## config.mk

```make
export PLATFORM = sky130hd
export DESIGN_NAME = uart_tx_flat
export DESIGN_NICKNAME = d
export VERILOG_FILES = /design/src/rtl/uart_pkg.sv /design/src/rtl/uart_tx_if.sv /design/src/rtl/uart_tx.sv /design/src/flat_wrapper.sv
export SDC_FILE = /design/constraint.sdc
export NUM_CORES = 1
export LEC_CHECK = 0
export BUFFER_PORTS_ARGS = -buffer_cell sky130_fd_sc_hd__buf_2
export CORE_MARGIN = 1
export CORE_UTILIZATION = 51
export CTS_CLUSTER_DIAMETER = 40
export DETAILED_ROUTE_END_ITERATION = 10
export PLACE_DENSITY = 0.73
export SLEW_MARGIN = 15
export SYNTH_ARGS = -nofsm -noshare
export SYNTH_HDL_FRONTEND = slang
export SYNTH_SLANG_ARGS = --single-unit
```

## constraint.sdc

```tcl
create_clock -name clk -period 2 [get_ports clk]
set_input_delay 0 -clock clk [delete_from_list [all_inputs] [get_ports clk]]
set_output_delay 0 -clock clk [all_outputs]
set_load 0.05 [all_outputs]
```

## src/rtl/uart_pkg.sv

```systemverilog
// Shared definitions for the UART transmitter: FSM state encoding and frame geometry.
package uart_pkg;

    localparam int DATA_BITS = 8;

    typedef enum logic [2:0] {
        IDLE    = 3'd0,
        START   = 3'd1,
        DATA    = 3'd2,
        STOP    = 3'd3,
        CLEANUP = 3'd4
    } tx_state_e;

endpackage

```

## src/rtl/uart_tx_if.sv

```systemverilog
// Byte-request / serial-status bundle between a byte producer and the UART transmitter.
interface uart_tx_if;
    import uart_pkg::*;

    logic                 i_tx_dv;
    logic [DATA_BITS-1:0] i_tx_byte;
    logic                 o_tx_active;
    logic                 o_tx_serial;
    logic                 o_tx_done;

    // Byte producer side.
    modport master (
        output i_tx_dv,
        output i_tx_byte,
        input  o_tx_active,
        input  o_tx_serial,
        input  o_tx_done
    );

    // Transmitter side.
    modport slave (
        input  i_tx_dv,
        input  i_tx_byte,
        output o_tx_active,
        output o_tx_serial,
        output o_tx_done
    );
endinterface

```

## src/rtl/uart_tx.sv

```systemverilog
// 8N1 UART transmitter: one start bit, DATA_BITS data bits LSB first, one stop bit.
// Every output is registered; outputs are computed from the next state so that the
// line drops low in the same cycle that o_tx_active rises.
//
// state   | meaning
// --------+-------------------------------------------------------------
// IDLE    | line high, waiting for i_tx_dv
// START   | line low for one bit period
// DATA    | line = byte[bit_idx] for one bit period per bit
// STOP    | line high for one bit period
// CLEANUP | one cycle with done high; active already low
module uart_tx
    import uart_pkg::*;
#(
    parameter int CLKS_PER_BIT = 868   // must be >= 2
) (
    input  logic     clk,
    input  logic     reset,
    uart_tx_if.slave tx_if
);

    localparam int                CNT_W    = (CLKS_PER_BIT > 1) ? $clog2(CLKS_PER_BIT) : 1;
    localparam logic [CNT_W-1:0]  CNT_LAST = CNT_W'(CLKS_PER_BIT - 1);
    localparam logic [2:0]        IDX_LAST = 3'(DATA_BITS - 1);

    tx_state_e            state_q, state_d;
    logic [CNT_W-1:0]     clk_cnt_q, clk_cnt_d;
    logic [2:0]           bit_idx_q, bit_idx_d;
    logic [DATA_BITS-1:0] byte_q, byte_d;
    logic                 serial_q, serial_d;
    logic                 active_q, active_d;
    logic                 done_q, done_d;

    logic                 bit_end;

    assign bit_end = (clk_cnt_q == CNT_LAST);

    // State and output registers; synchronous reset wins over any request.
    always_ff @(posedge clk) begin
        if (reset) begin
            state_q   <= IDLE;
            clk_cnt_q <= '0;
            bit_idx_q <= '0;
            byte_q    <= '0;
            serial_q  <= 1'b1;
            active_q  <= 1'b0;
            done_q    <= 1'b0;
        end else begin
            state_q   <= state_d;
            clk_cnt_q <= clk_cnt_d;
            bit_idx_q <= bit_idx_d;
            byte_q    <= byte_d;
            serial_q  <= serial_d;
            active_q  <= active_d;
            done_q    <= done_d;
        end
    end

    // Next-state and next-output decode; line level is chosen for the state being entered.
    always_comb begin
        state_d   = state_q;
        clk_cnt_d = clk_cnt_q;
        bit_idx_d = bit_idx_q;
        byte_d    = byte_q;
        serial_d  = serial_q;
        active_d  = active_q;
        done_d    = 1'b0;

        unique case (state_q)
            IDLE: begin
                serial_d  = 1'b1;
                clk_cnt_d = '0;
                bit_idx_d = '0;
                if (tx_if.i_tx_dv) begin
                    byte_d   = tx_if.i_tx_byte;
                    active_d = 1'b1;
                    serial_d = 1'b0;
                    state_d  = START;
                end
            end

            START: begin
                if (bit_end) begin
                    clk_cnt_d = '0;
                    bit_idx_d = '0;
                    serial_d  = byte_q[0];
                    state_d   = DATA;
                end else begin
                    clk_cnt_d = clk_cnt_q + CNT_W'(1);
                end
            end

            DATA: begin
                if (bit_end) begin
                    clk_cnt_d = '0;
                    if (bit_idx_q == IDX_LAST) begin
                        serial_d = 1'b1;
                        state_d  = STOP;
                    end else begin
                        bit_idx_d = bit_idx_q + 3'd1;
                        serial_d  = byte_q[bit_idx_q + 3'd1];
                    end
                end else begin
                    clk_cnt_d = clk_cnt_q + CNT_W'(1);
                end
            end

            STOP: begin
                if (bit_end) begin
                    clk_cnt_d = '0;
                    done_d    = 1'b1;
                    active_d  = 1'b0;
                    state_d   = CLEANUP;
                end else begin
                    clk_cnt_d = clk_cnt_q + CNT_W'(1);
                end
            end

            CLEANUP: begin
                serial_d = 1'b1;
                state_d  = IDLE;
            end

            default: begin
                serial_d = 1'b1;
                active_d = 1'b0;
                state_d  = IDLE;
            end
        endcase
    end

    assign tx_if.o_tx_serial = serial_q;
    assign tx_if.o_tx_active = active_q;
    assign tx_if.o_tx_done   = done_q;

endmodule

```

## src/flat_wrapper.sv

```systemverilog
// flat-port wrapper written by rule: the top's interface ports become plain ports
module uart_tx_flat import uart_pkg::*;
#(
    parameter int CLKS_PER_BIT = 868                  
)
  (clk, reset, tx_if_i_tx_dv, tx_if_i_tx_byte, tx_if_o_tx_active, tx_if_o_tx_serial, tx_if_o_tx_done);
  uart_tx_if tx_if_i ();
  input  logic clk;
  input  logic reset;
  input wire logic [$bits(tx_if_i.i_tx_dv)-1:0] tx_if_i_tx_dv;
  input wire logic [$bits(tx_if_i.i_tx_byte)-1:0] tx_if_i_tx_byte;
  output wire logic [$bits(tx_if_i.o_tx_active)-1:0] tx_if_o_tx_active;
  output wire logic [$bits(tx_if_i.o_tx_serial)-1:0] tx_if_o_tx_serial;
  output wire logic [$bits(tx_if_i.o_tx_done)-1:0] tx_if_o_tx_done;
  assign tx_if_i.i_tx_dv = tx_if_i_tx_dv;
  assign tx_if_i.i_tx_byte = tx_if_i_tx_byte;
  assign tx_if_o_tx_active = tx_if_i.o_tx_active;
  assign tx_if_o_tx_serial = tx_if_i.o_tx_serial;
  assign tx_if_o_tx_done = tx_if_i.o_tx_done;
  uart_tx #(.CLKS_PER_BIT(CLKS_PER_BIT)) u_core (.clk(clk), .reset(reset), .tx_if(tx_if_i));
endmodule
```

### After elaboration in Yosys (flattened, before gate mapping)

Cells that the tools add are included.

| storage, ports and cells | value |
|---|---|
| flip-flop bits (word level) | 27 |
| input bits | 11 |
| output and inout port bits | 3 |
| word-level logic and storage cells | 58 |

| cells by class | value |
|---|---|
| $add $sub $neg | 2 |
| magnitude comparators | 1 |
| eq/ne operators | 12 |
| muxes and demuxes | 23 |
| bitwise gates (word level) | 2 |
| reduce and logical (&&, ||, !) cells | 11 |

Operators with widths:

| operator | number |
|---|---|
| $mux W3 | 8 |
| $pmux W10 S2 | 1 |
| $pmux W3 S4 | 1 |
| $add A10 B1 Y10 const B | 1 |
| $eq A10 B10 Y1 const B | 1 |
| $mux W10 | 1 |
| $pmux W3 S3 | 1 |
| $mux W1 | 8 |
| $ne A2 B1 Y1 const B | 4 |
| $eq A3 B2 Y1 const B | 2 |
| $eq A3 B3 Y1 const B | 2 |
| $reduce_and A3 Y1 | 2 |
| $reduce_or A3 Y1 | 2 |
| $reduce_and A5 Y1 | 1 |
| $lt A3 B4 Y1 const B | 1 |
| $ne A2 B2 Y1 const B | 2 |
| $pmux W1 S4 | 1 |
| $reduce_and A4 Y1 | 1 |
| $add A3 B1 Y3 const B | 1 |
| $bmux W1 S3 | 1 |
| $eq A3 B1 Y1 const B | 1 |
| $logic_not A3 Y1 | 1 |
| $pmux W1 S3 | 1 |
| $reduce_bool A3 Y1 | 1 |
| other kinds (4) | 5 |

### Depth between registers and ports, before layout

| depth | value |
|---|---|
| depth in word-level cells | 6 |
| gate-level depth with buffers | 6 |
| depth with buffers taken out | 6 |

### Least setup slack after synthesis

OpenSTA, ideal clock, no wires.

| path | value |
|---|---|
| path kind | reg-to-reg |
| start point | register u_core.bit_idx_q[0] |
| end point | register u_core.serial_q, in the netlist u_core.tx_if.o_tx_serial |
| library setup time | 0.117 ns |
| arrival time | 1.856 ns |
| required time | 1.883 ns |
| setup slack | 0.027 ns |
| cell stages (with the launch flop) | 6 |
| buffers on the path | 0 |
| clock period less this slack | 1.973 ns |
| cell sequence | dfxtp_1 > ha_1 > mux4_2 > a22o_1 > a2111o_1 > o2bb2ai_1 |

| between the ends | value |
|---|---|
| word-level cells in the longest chain between the ends | 6 |
| elaborated cells on any way between the ends | 7 |
| classes of those cells | 1 x add/sub; 1 x eq/ne; 5 x mux |

Ends and longest elaborated chain:

| item | RTL line | RTL |
|---|---|---|
| start: declaration | uart_tx.sv:28 | `logic [2:0] bit_idx_q, bit_idx_d;` |
| start signal: assignment | uart_tx.sv:51 | `bit_idx_q <= bit_idx_d;` |
| $add A3 B1 Y3 | uart_tx.sv:101 | `serial_d = byte_q[bit_idx_q + 3'd1];` |
| $bmux W1 S3 | uart_tx.sv:101 |  |
| $mux W1 (not written as such) | uart_tx.sv:101 |  |
| $mux W1 * | uart_tx.sv:96 | `if (bit_idx_q == IDX_LAST) begin` |
| $mux W1 * | uart_tx.sv:94 | `if (bit_end) begin` |
| $pmux W1 S4 * | uart_tx.sv:69 | `unique case (state_q)` |
| end signal: assignment | uart_tx.sv:53 | `serial_q <= serial_d;` |
| end: declaration | uart_tx.sv:30 | `logic serial_q, serial_d;` |

Every way passes the cells marked *; elsewhere a longest branch is shown, timed or not. The select of a mux whose other input is x is not followed.
A chain may end at the register's enable or synchronous reset.

### Worst setup path after layout

Ends and elaborated chain as after synthesis.

==> impl_metrics.py <==
metrics = {
    "final_layout": {
        "final_common_cell": "dfxtp_1",
        "most-common-layout-cells": "dfxtp_1, nand2_1, nor2_1, buf_2, a21oi_1",
        "syn2layout_area_growth_pct": 17.9,
        "layout-drive-gt1-share": 0.172,
        "fillers": 209,
        "fin_nets": 189,
        "instances_no_fill": 204,
        "antenna_cells": 0,
    },
    "synth": {
        "synth_top_area_frac": 0.399,
        "synth_simple_gate_area_frac": 0.290,
        "async_flop_share": 0,
        "yosysWarnings": 0,
        "synthXorXnorAreaFrac": 0.0647,
        "synth_top_family_by_area": "simple AND/OR/NAND/NOR gates",
        "synthTopCellsByArea": "dfxtp_1, nand2_1, a21oi_1",
        "synth_enable_flop_cells": 0,
        "syn_area_um2": 1350,
        "syn_inst": 151,
        "syn_area_per_cell_um2": 8.97,
        "synth.area.mux_share": 0.0582,
        "synth-compound-area-share": 0.122,
        "ys_seq_area_frac": 0.399,
        "synth_cell_type_count": 39,
        "synthFlopType": "dfxtp_1",
        "synth-adder-area-share": 0.0351,
        "ys_ff_latch": 27,
        "synth_fp_nets": 165,
        "yosys.area.top_type": "dfxtp_1",
    },
    "timing": {
        "min_period_ps": 1940,
        "rsz0062_at_grt": "no",
        "final-setup-viol-count": 0,
        "slew_headroom": 0.711,
        "hold_violations": 0,
        "slew_violations": 0,
        "setup_tns_ps": 0,
        "worstMarginPinSlew_ps": 433,
        "worst_hold_slack_ps": 62.9,
        "max_freq_mhz": 515,
        "period_share": 0.971,
        "fin_ws_ps": 58.1,
        "fin_worst_skew_ps": 8.17,
    },
    "drt": {
        "dr_total_vias": 1123,
        "drtIter0Drc": 19,
        "antenna_left": 0,
        "totalWireLength_um": 2760,
        "vias_per_cell": 5.50,
        "drtPass1Iterations": 4,
        "wl_per_cell_um": 13.5,
        "drcViolationCount": 0,
    },
    "placement": {
        "hpwl_um": 1920,
        "dp_worst_setup_slack_ps": 16.7,
        "io_buffers": 13,
        "place_inst": 191,
        "routabilityCongestion": 0.819,
    },
    "worst_setup_path": {
        "cp.arrival_ps": 2180,
        "path_buf_inv": 0,
        "path_max_fanout": 3,
        "r2r_setup_slack_ps": 60,
        "crit_family": "compound AO/OA/AOI/OAI gates",
        "r2r-start": "u_core.bit_idx_q[0]",
        "critPathKind": "reg -> reg",
        "slowest_delay_ps": 480,
        "end_kind": "flip-flop",
        "rr_worst_depth": 5,
        "path_cells": "ha_4, mux4_2, a22o_1, a2111o_1, o2bb2ai_1",
        "cp.required_ps": 2240,
        "critPathSlowestCell": "mux4_2",
        "regToRegEndpoint": "u_core.tx_if.o_tx_serial",
        "startpoint_type": "flip-flop",
    },
    "global_routing": {
        "antenna_found_initial": 0,
        "grt.overflow.total": 0,
        "grt_pass1_vias": 1033,
        "grt_pass1_wl_um": 4460,
        "grt_max_degree": 22,
        "grt_use_total": 0.215,
    },
    "floorplanning": {
        "io_pins": 14,
        "core_um2": 2500,
        "die-area_um2": 2860,
        "start_util": 0.542,
        "die_y_um": 53.5,
        "chipWidth_um": 53.5,
        "num_rows": 18,
    },
    "run": {
        "maxCapViolations": 0,
    },
    "run_status": {
        "status": "finished clean",
    },
    "clocking": {
        "numCtsBuffers": 3,
        "clock_latency_ps": 320,
        "clockBufferDepth": 2,
        "clock_sinks": 27,
        "clk_pin_slew_ps": 150,
        "cts_tree": "built",
        "cts_max_level": 1,
        "cts-root-buf": "clkbuf_4",
    },
    "power": {
        "power.density_nw_per_um2": 574,
        "leakage_nw": 0.611,
        "vdd_drop_max_uv": 423,
        "fin_total_pwr_mw": 0.916,
    },
    "hold_path": {
        "hold_depth": 2,
        "worstHoldStart": "reset",
        "whs_endpoint": "u_core.clk_cnt_q[1]",
        "min_path_type": "in -> reg",
    },
}
-- area by class of cell --
type                    instances  area, um^2  area share
multi-input cells             113         785       0.491
flip-flops and latches         27         543       0.340
repair buffers                 27         190       0.119
well taps                      30        37.5      0.0235
clock buffers                   3        22.5      0.0141
inverters                       3        11.3     0.00705
clock inverters                 1        7.51     0.00470
-- routing by layer --
layer,vias up,GRT usage,part of all wire
li1,585,-,-
met1,522,0.290,0.49
met2,14,0.363,0.48
met3,2,0.0345,0.020
met4,0,0.0395,0.0054
met5,-,0,0
-- worst max-delay path by stage --
| stage | slack (ps) | depth (start not counted) | startpoint | to |
|---|---|---|---|---|
| finish | 60 | 5 | u_core.bit_idx_q[0] | u_core.tx_if.o_tx_serial |
| global route | 1 | 5 | u_core.bit_idx_q[0] | u_core.tx_if.o_tx_serial |
| CTS | 40 | 5 | u_core.bit_idx_q[1] | u_core.tx_if.o_tx_serial |
| detailed placement | 20 | 5 | u_core.bit_idx_q[1] | u_core.tx_if.o_tx_serial |
| global placement | 40 | 5 | u_core.bit_idx_q[0] | u_core.tx_if.o_tx_serial |
| floorplan | 30 | 5 | u_core.bit_idx_q[0] | u_core.tx_if.o_tx_serial |
-- report_power, final --
part	internal, mW	switching [mW]	total (mW)	leakage (nW)
registers	0.555	0.0105	0.565	0.221
logic	0.0516	0.0618	0.113	0.376
clock network	0.0764	0.161	0.238	0.0139
-- cell usage after synthesis, drive strengths merged (2+ instances only) --
library cell,instances
a31oi,2
inv,3
o21ai,3
and3,3
nor4b,3
nor2b,3
nand4b,2
and3b,2
nand2b,2
clkbuf,8
mux4,2
xnor2,5
nand3b,4
mux2i,3
nor3,4
a21oi,11
a41oi,2
ha,3
nor2,13
nand4,5
dfxtp,27
nand2,22
o21bai,2
and4,2
xor2,5
-- repair_timing --
action / 4_1_cts / 5_1_grt
setup endpoints to repair: 1 / 1
endpoints found under the hold margin: 8 / 0
hold buffers: 8 / 0
gates resized for setup: 1 / 2
buffers inserted: 0 / 1
-- logic make-up after synthesis --
| kind of cell | Yosys count |
|---|---|
| AOI/OAI and AO/OA | 25 |
| xor gates and xnor gates | 10 |
| adders and majority gates | 4 |
| buffers and inverters | 11 |
| DFF | 27 |
| muxes | 5 |
| and+or+nand+nor | 69 |
-- state kept, by name, indices dropped and copies added (netlist names) --
register / cells
u_core.bit_idx_q: 3
u_core.tx_if.o_tx_serial: 1
u_core.tx_if.o_tx_active: 1
u_core.tx_if.o_tx_done: 1
u_core.byte_q: 8
u_core.state_q: 3
u_core.clk_cnt_q: 10
-- metrics by stage --
step                      cell area (um^2)   util
final                                 1600  0.639
after global routing                  1600  0.639
after CTS                             1590  0.635
after detailed placement              1460  0.586
after global placement                1460  0.586
after floorplan                       1350      -
-- worst register-to-register path, stage by stage (launching register included) --
cell and delay, ps:
dfxtp_2 370, ha_4 270, mux4_2 480, a22o_1 240, a2111o_1 380, o2bb2ai_1 120
Note: power is estimated with default switching activity, not from simulation.
